`src/rtl/logic_arbiter.sv`:
```
// -----------------------------------------------------------------------------
// logic_arbiter
//   Shares one bitwise `logical` unit (AND/OR/XOR/NOR) between four requesters
//   using round-robin arbitration. One operation is in flight at a time: the
//   winner's operands and op code are latched on the grant edge, evaluated for
//   one cycle, and the registered result is held under a valid/ready handshake
//   tagged with the owning requester's index.
//
//   Optional feature macro: LOGIC_ARB_FASTPATH_EN
//     When defined, a new request seen on the result handshake edge is granted
//     straight away (RESP -> EXEC), giving one operation every two cycles.
//     When undefined, every operation returns through IDLE (three cycles).
//
// Ports
//   clk        in   system clock, rising edge
//   rst        in   asynchronous active-high reset
//   req        in   [3:0]     per-requester request, held until its gnt is seen
//   a_bus      in   [4*N-1:0] packed A operands, requester i at [i*N +: N]
//   b_bus      in   [4*N-1:0] packed B operands, same packing
//   op_bus     in   [7:0]     packed op codes, requester i at [2*i +: 2]
//                             00 AND, 01 OR, 10 XOR, 11 NOR
//   gnt        out  [3:0]     one-hot accept pulse, one cycle (the EXEC cycle)
//   busy       out            high whenever the arbiter is not IDLE
//   res        out  [N-1:0]   registered result
//   res_id     out  [1:0]     requester owning res
//   res_valid  out            res/res_id valid
//   res_ready  in             consumer accepts the result
// -----------------------------------------------------------------------------

module logical #(
    parameter int N = 8
) (
    input  logic [N-1:0] a,
    input  logic [N-1:0] b,
    input  logic [1:0]   op,
    output logic [N-1:0] y
);
    always_comb begin
        case (op)
            2'b00:   y = a & b;
            2'b01:   y = a | b;
            2'b10:   y = a ^ b;
            default: y = ~(a | b);
        endcase
    end
endmodule

module logic_arbiter #(
    parameter int N = 8
) (
    input  logic           clk,
    input  logic           rst,
    input  logic [3:0]     req,
    input  logic [4*N-1:0] a_bus,
    input  logic [4*N-1:0] b_bus,
    input  logic [7:0]     op_bus,
    output logic [3:0]     gnt,
    output logic           busy,
    output logic [N-1:0]   res,
    output logic [1:0]     res_id,
    output logic           res_valid,
    input  logic           res_ready
);
    typedef enum logic [1:0] {
        IDLE = 2'd0,
        EXEC = 2'd1,
        RESP = 2'd2
    } state_t;

    state_t       state_reg;
    logic [1:0]   rr_ptr_reg;
    logic [1:0]   win_reg;
    logic [N-1:0] a_reg;
    logic [N-1:0] b_reg;
    logic [1:0]   op_reg;

    logic [N-1:0] a_arr  [4];
    logic [N-1:0] b_arr  [4];
    logic [1:0]   op_arr [4];
    logic [1:0]   cand   [4];
    logic [3:0]   hit;
    logic [1:0]   pick_idx;
    logic         start_op;
    logic [N-1:0] logic_y;

    // Unpack the buses and build the rotated search order: candidate gi is the
    // requester gi+1 places after the last winner, so the last winner is
    // always checked last.
    genvar gi;
    generate
        for (gi = 0; gi < 4; gi++) begin : g_lane
            assign a_arr[gi]  = a_bus[gi*N +: N];
            assign b_arr[gi]  = b_bus[gi*N +: N];
            assign op_arr[gi] = op_bus[2*gi +: 2];
            assign cand[gi]   = rr_ptr_reg + 2'(gi + 1);
            assign hit[gi]    = req[cand[gi]];
        end
    endgenerate

    // Lowest search position with an active request wins; scanning downwards
    // lets the earliest position overwrite later ones.
    always_comb begin
        pick_idx = cand[0];
        for (int k = 3; k >= 0; k--) begin
            if (hit[k]) pick_idx = cand[k];
        end
    end

`ifdef LOGIC_ARB_FASTPATH_EN
    // A result handshake with a request pending starts the next op directly.
    assign start_op = (|req) &&
                      ((state_reg == IDLE) ||
                       (state_reg == RESP && res_valid && res_ready));
`else
    assign start_op = (|req) && (state_reg == IDLE);
`endif

    assign busy = (state_reg != IDLE);

    logical #(.N(N)) u_logical (
        .a  (a_reg),
        .b  (b_reg),
        .op (op_reg),
        .y  (logic_y)
    );

    always_ff @(posedge clk or posedge rst) begin
        if (rst) begin
            state_reg  <= IDLE;
            rr_ptr_reg <= 2'd3;      // requester 0 is searched first
            win_reg    <= 2'd0;
            a_reg      <= '0;
            b_reg      <= '0;
            op_reg     <= 2'd0;
            gnt        <= 4'd0;
            res        <= '0;
            res_id     <= 2'd0;
            res_valid  <= 1'b0;
        end else if (start_op) begin
            // Operands are captured here, so later bus changes cannot disturb
            // the in-flight operation.
            a_reg      <= a_arr[pick_idx];
            b_reg      <= b_arr[pick_idx];
            op_reg     <= op_arr[pick_idx];
            win_reg    <= pick_idx;
            rr_ptr_reg <= pick_idx;
            gnt        <= 4'b0001 << pick_idx;
            res_valid  <= 1'b0;
            state_reg  <= EXEC;
        end else begin
            case (state_reg)
                EXEC: begin
                    res       <= logic_y;
                    res_id    <= win_reg;
                    res_valid <= 1'b1;
                    gnt       <= 4'd0;
                    state_reg <= RESP;
                end
                RESP: begin
                    if (res_valid && res_ready) begin
                        res_valid <= 1'b0;
                        state_reg <= IDLE;
                    end
                end
                IDLE: begin
                    state_reg <= IDLE;
                end
                default: begin
                    state_reg <= IDLE;
                end
            endcase
        end
    end
endmodule

```
`config.mk`:
```
export PLATFORM = sky130hd
export DESIGN_NAME = logic_arbiter
export DESIGN_NICKNAME = d
export VERILOG_FILES = /design/src/rtl/logic_arbiter.sv
export SDC_FILE = /design/constraint.sdc
export NUM_CORES = 1
export LEC_CHECK = 0
export ABC_AREA = 1
export CELL_PAD_IN_SITES_DETAIL_PLACEMENT = 1
export CELL_PAD_IN_SITES_GLOBAL_PLACEMENT = 2
export CORE_AREA = 2 2 132 102
export DETAILED_ROUTE_END_ITERATION = 10
export DIE_AREA = 0 0 134 104
export PLACE_DENSITY_LB_ADDON = 0.1
export SLEW_MARGIN = 20
export SYNTH_ARGS = -nofsm -noshare
export SYNTH_HDL_FRONTEND = slang
export SYNTH_SLANG_ARGS = --single-unit
```
`constraint.sdc`:
```
create_clock -name clk -period 1.8 [get_ports clk]
set_input_delay 0.36 -clock clk [delete_from_list [all_inputs] [get_ports clk]]
set_output_delay 0.36 -clock clk [all_outputs]
set_load 0.02 [all_outputs]
```
## Yosys cells after proc, flatten, opt, wreduce, memory -nomap -nowiden

Cells that the tools add are included.
Widths: inputs -> output; s select.

- Output and inout port bits: 16
- Bits of input ports: 79
- Bits in registers: 39

- $add $sub $neg: 3
- Shifts and indexed selects: 1
- Multiplexer cells: 30
- Eq/ne operators: 5
- Bitwise logic cells: 6
- Reductions and logical operators: 10
- $lt $le $gt $ge: 5

Operators by type and width:

| kind | number |
|---|---|
| $bmux 8 s2 | 2 |
| $mux 8 | 4 |
| $pmux 8 s3 | 1 |
| $mux 2 | 8 |
| $lt 2x3->1 const B | 4 |
| $and 8x8->8 | 1 |
| $bmux 1 s2 | 4 |
| $mux 4 | 2 |
| $not 8->8 | 1 |
| $or 8x8->8 | 1 |
| $xor 8x8->8 | 1 |
| $mux 1 | 6 |
| $add 2x2->2 const B | 2 |
| $bmux 2 s2 | 1 |
| $eq 2x1->1 const B | 2 |
| $eq 2x2->1 const B | 2 |
| $logic_not 2->1 | 2 |
| $pmux 2 s2 | 1 |
| $reduce_and 2->1 | 2 |
| $reduce_bool 2->1 | 2 |
| $reduce_or 4->1 | 1 |
| $shl 1x2->4 const A | 1 |
| $ge 3x3->1 const B | 1 |
| $ne 3x3->1 const B | 1 |
| 6 further kinds | 7 |

## Depth between registers and ports, before layout

Gate-level depths: netlist of the first run.

- Depth in word-level cells: 10
- Mapped depth: 16
- Depth with buffers taken out: 14

## By module

Synthesis of the first run repeated with hierarchy kept, for this count alone.

- Cell total of the unflattened synthesis: 465
- Area, all modules: 3060.4 µm²

Modules (own cells, without submodules):

| module | cells an instance | times used | area each (µm²) | seq. area each (µm²) |
|---|---|---|---|---|
| logic_arbiter | 379 | 1 | 2493.6 | 978.4 |
| logical | 86 | 1 | 566.8 | 0.0 |

## Worst setup path before layout of the first run

No wires, ideal clock.

- Path type: reg2reg
- From: reg rr_ptr_reg[0]
- To: reg b_reg[3]
- Clock period less this slack: 1767 ps
- Library setup time: 117 ps
- Path slack: 33 ps
- Arrival time: 1650 ps
- Stages on the path, launching flop included: 17
- Cells stage by stage: dfstp_2 -> buf_6 -> inv_4 -> nand2_2 -> nand2_2 -> inv_2 -> nand2_2 -> nand3_2 -> nand2_2 -> nand2_1 -> nand2_2 -> buf_6 -> buf_6 -> nand3_1 -> nand3_1 -> nand3_1 -> nand2_1

- Longest elaborated chain between the ends: 10

Ends and longest elaborated chain:

| item | RTL line | source |
|---|---|---|
| start, declared | 71 | `logic [1:0] rr_ptr_reg;` |
| start signal, assigned | 146 | `rr_ptr_reg <= pick_idx;` |
| $add 2x2->2 or $bmux 1 s2 (tied branches) | 95, 96 |  |
| $bmux 1 s2 or $mux 1 (tied branches) | 96 | `assign hit[gi] = req[cand[gi]];` |
| $mux 1 (not written as such) or $mux 2 (tied branches) | 96, 105 |  |
| $mux 2 (2 in a row) | 105 | `if (hit[k]) pick_idx = cand[k];` |
| $mux 2 (*) | 105 |  |
| $not 2->3 (not written as such) (*) | 143 | `b_reg <= b_arr[pick_idx];` |
| $bmux 8 s2 (*) | 143 |  |
| $mux 8 (not written as such) (*) (2 in a row) | 143 |  |
| end signal, assigned | 143 |  |
| end, declared | 74 | `logic [N-1:0] b_reg;` |

Every way passes the cells marked *; elsewhere a longest branch is shown, timed or not. The select of a mux whose other input is x is not followed.
A chain may end at the register's enable or synchronous reset.

## Worst setup path after layout of the first run

- From: reg rr_ptr_reg[0]
- To: reg b_reg[1]

Same word-level chain as after synthesis.

==> summary.md, run 1 <==
| Metric | Value |
|---|---|
| Worst Path Class, Setup | `flop to flop` |
| Post-Syn Area | `2740 µm²` |
| Placer Congestion | `0.700` |
| Multi-input logic area | `1930 µm²` |
| Gr usage total | `14.8%` |
| Register Area | `978 µm²` |
| Status | `finished, violations left` |
| CP Buf/Inv Count | `2` |
| Total core area | `12700 µm²` |
| CP max stage delay | `0.63 ns` |
| Post-route worst setup slack | `-0.193 ns` |
| Endpoints failing hold | `0` |
| Clock root buffer | `clkbuf_16` |
| Slew Viols, Final | `0` |
| Pleak | `2.28 nW` |
| Via count | `3035` |
| Layout cell share with drive strength beyond 1 | `29.1%` |
| Min Tclk post-route | `1.99 ns` |
| Seq/Total Area, Yosys | `35.8%` |
| Detailed Place HPWL | `7680 µm` |
| Detailed-route wire length | `11200 µm` |
| Post-route clock period utilization | `111%` |
| Crit path max-delay family | `simple AND/OR/NAND/NOR gates` |
| RSZ-0062 raised after global routing | `yes` |
| Failing checks | `negative setup slack` |
| Ys Warns | `0` |
| Met2 Usage GRT | `20.4%` |
| Post-route ant nets | `0` |
| Mean number of vias per cell | `4.48` |
| CP Launch Type | `flop` |
| Internal cell power | `0.00603 W` |
| ANT cells | `0` |
| Area growth from synthesis to layout | `80.2%` |
| Largest net degree at the start of global routing | `40` |
| Initial core utilization | `21.6%` |
| Die ar. | `13900 µm²` |
| TritonCTS buffer count | `5` |
| Vias in the first global route | `3147` |
| First-pass GRT wire length | `16600 µm` |
| Pwr dens | `2370 nW/µm²` |
| Switching Fraction | `48.5%` |
| Final setup TNS | `-3.22 ns` |
| Post-route cell area | `4930 µm²` |
| Cells after synthesis | `383` |
| Die Ht | `104 µm` |
| Sw power | `0.00566 W` |
| #FFs+latches synth | `39` |
| Cts hold-fix bufs | `0` |
| CTS tree | `yes` |
| CP Data Required Time | `1.97 ns` |
| Combinational power share | `78.2%` |
| Die X | `134 µm` |
| # fillers | `1478` |
| Clock Pin Slew Worst Setup and Hold Paths | `0.06 ns` |
| Grt met3 use | `3.31%` |
| DRC viols | `0` |
| # setup viols final | `26` |
| Max FO, Critical Path | `6` |
| Slowest CP cell | `dfstp_2` |
| Avg Cell Area, Syn | `7.14 µm²` |
| Sequential Power Share | `14.2%` |
| Clock Skews | `0.00762 ns` |
| Busiest metal layer after global routing | `met1` |
| Placed inst area | `4050 µm²` |
| Worst min path class | `primary input to asynchronous set/reset pin` |
| Slew @ Worst Pin | `0.310 ns` |
| Initial antenna violation count | `0` |
| Clk network pwr share | `7.6%` |
| Maximum vdd drop | `0.638 mV` |
| FP Rows | `36` |
| Max Clk Rate | `0.502 GHz` |
| Library cells used by synthesis | `22` |
| Max Cap Viol | `0` |
| CTS Sinks | `39` |
| Detailed-router iteration count before antenna repair | `4` |
| WL/cell | `16.5 µm` |
| GRT Residual Overflow | `0` |
| Met1 usage | `23.2%` |
| H-tree Lvls | `2` |
| DR iter-0 viols | `66` |
| WP data arrival | `2.16 ns` |
| Worst slew margin | `79.4%` |
| Clk Latency, worst-skew pair | `0.28 ns` |
| Bufs on Longest Clock Path | `2` |
| Port bufs | `94` |
| Final net count | `600` |
| Mapped Nets | `478` |
| Top Ports | `95` |
| Pwr Total | `0.0117 W` |
| Final Core Density | `39.0%` |
| Crit-path cells | `nand2_2, nand2_4, inv_2, nand2_2, nand3_2, nand2_4, nand2_4, nand2_8, nand2_8, clkbuf_16, nand2_2, nand3_2, nand3_2, nand2_1` |
| Critical Path End Type | `flop` |
-- area by class of cell --
| cell class | instances | area share (%) |
|---|---|---|
| Clock buffer | 7 | 2.89 |
| Clock inverter | 1 | 0.178 |
| Inverter | 34 | 2.64 |
| Multi-Input combinational cell | 287 | 39.1 |
| Sequential cell | 39 | 19.8 |
| Tap cell | 171 | 4.34 |
| Timing Repair Buffer | 138 | 31.1 |
-- cells in the final DEF (no fill, tap or decap), drive strengths merged, types with 2 or more instances in the layout --
cell type,n
ha,16
o21ai,28
dfrtp,37
buf,38
a221oi,8
nor2,5
dfstp,2
clkdlybuf4s50,94
nand2,123
nand3,104
clkbuf,13
inv,34
-- logic make-up (layout without fill, tap and decap cells) --
group | count (synthesis) | count (layout) | share of synthesized area, %
AO/OA/AOI/OAI | 37 | 37 | 8.00
adder cells (fa/ha/maj) | 16 | 16 | 7.32
buffers and inverters | 57 | 180 | 10.8
flip-flops | 39 | 39 | 35.8
AND/OR/NAND/NOR | 234 | 234 | 38.1
-- through the flow --
step	hold WS, ns	worst slack, ns	instances
6_report	0.446	-0.193	677
5_1_grt	0.481	-0.297	677
4_1_cts	0.462	-0.163	667
3_5_place_dp	0.474	-0.485	653
3_3_place_gp	0.466	-0.506	653
2_1_floorplan	0.470	0.0326	383
-- power by group through the flow --
stage / combinational (W) / sequential, W / clock, W
floorplan: 0.00383 / 0.00171 / 0
detailed placement: 0.00629 / 0.00168 / 0
global route: 0.00999 / 0.00173 / 0.000963
global placement: 0.00620 / 0.00166 / 0
finish: 0.00914 / 0.00166 / 0.000887
CTS: 0.00707 / 0.00166 / 0.000928
-- synth_stat cells (all sizes together) --
cell | n | share of area [%]
nand2 | 123 | 18
nand3 | 104 | 19
dfrtp | 37 | 34
inv | 34 | 4.8
o21ai | 28 | 5.1
buf | 16 | 5.1
ha | 16 | 7.3
a221oi | 8 | 2.6
clkbuf | 7 | 0.96
nor2 | 5 | 0.69
dfstp | 2 | 1.9
a311oi | 1 | 0.32
and3 | 1 | 0.23
nand4 | 1 | 0.23
-- timing repair --
item	4_1_cts	5_1_grt
pin swaps	10	21
buffers inserted	4	2
cloned	2	8
gates resized for setup	41	72
setup endpoints to repair	25	26
-- metal layers --
metal / up-vias / wire length [µm]
met3: 6 / 533
met5: - / 0
met4: 0 / 67
li1: 1521 / -
met1: 1421 / 5880
met2: 87 / 4670
-- worst paths after layout --
| path | startpoint | endpoint | slack (ns) | cells past startpoint |
|---|---|---|---|---|
| hold / removal | rst | res[5] | 0.45 | 3 |
| min in group clk | res[1] | res[1] | 0.48 | 2 |
| setup / recovery | rr_ptr_reg[0] | b_reg[1] | -0.19 | 14 |
| max in group asynchronous | rst | rr_ptr_reg[0] | 1.09 | 3 |
| setup reg to reg | rr_ptr_reg[0] | b_reg[1] | -0.19 | 14 |
| hold reg to reg | res[1] | res[1] | 0.48 | 2 |
-- worst reg2reg max path, stage by stage, from the launching register on --
cell       delay (ns)
dfstp_2          0.63
nand2_2          0.09
nand2_4          0.10
inv_2            0.05
nand2_2          0.08
nand3_2          0.08
nand2_4          0.10
nand2_4          0.07
nand2_8          0.12
nand2_8          0.10
clkbuf_16        0.17
nand2_2          0.06
nand3_2          0.08
nand3_2          0.10
nand2_1          0.05
(Power assumes the default switching activity.)
==> run 2: changes to the inputs <==
--- a/config.mk
+++ b/config.mk
@@ -9,10 +9,11 @@
 export CELL_PAD_IN_SITES_DETAIL_PLACEMENT = 1
 export CELL_PAD_IN_SITES_GLOBAL_PLACEMENT = 2
 export CORE_AREA = 2 2 132 102
+export CTS_CLUSTER_SIZE = 20
 export DETAILED_ROUTE_END_ITERATION = 10
 export DIE_AREA = 0 0 134 104
 export PLACE_DENSITY_LB_ADDON = 0.1
-export SLEW_MARGIN = 20
+export SLEW_MARGIN = 30
 export SYNTH_ARGS = -nofsm -noshare
 export SYNTH_HDL_FRONTEND = slang
 export SYNTH_SLANG_ARGS = --single-unit
==> results of run 2 <==
Same layout as run 1: the final DEF is identical, and so are final timing and power.
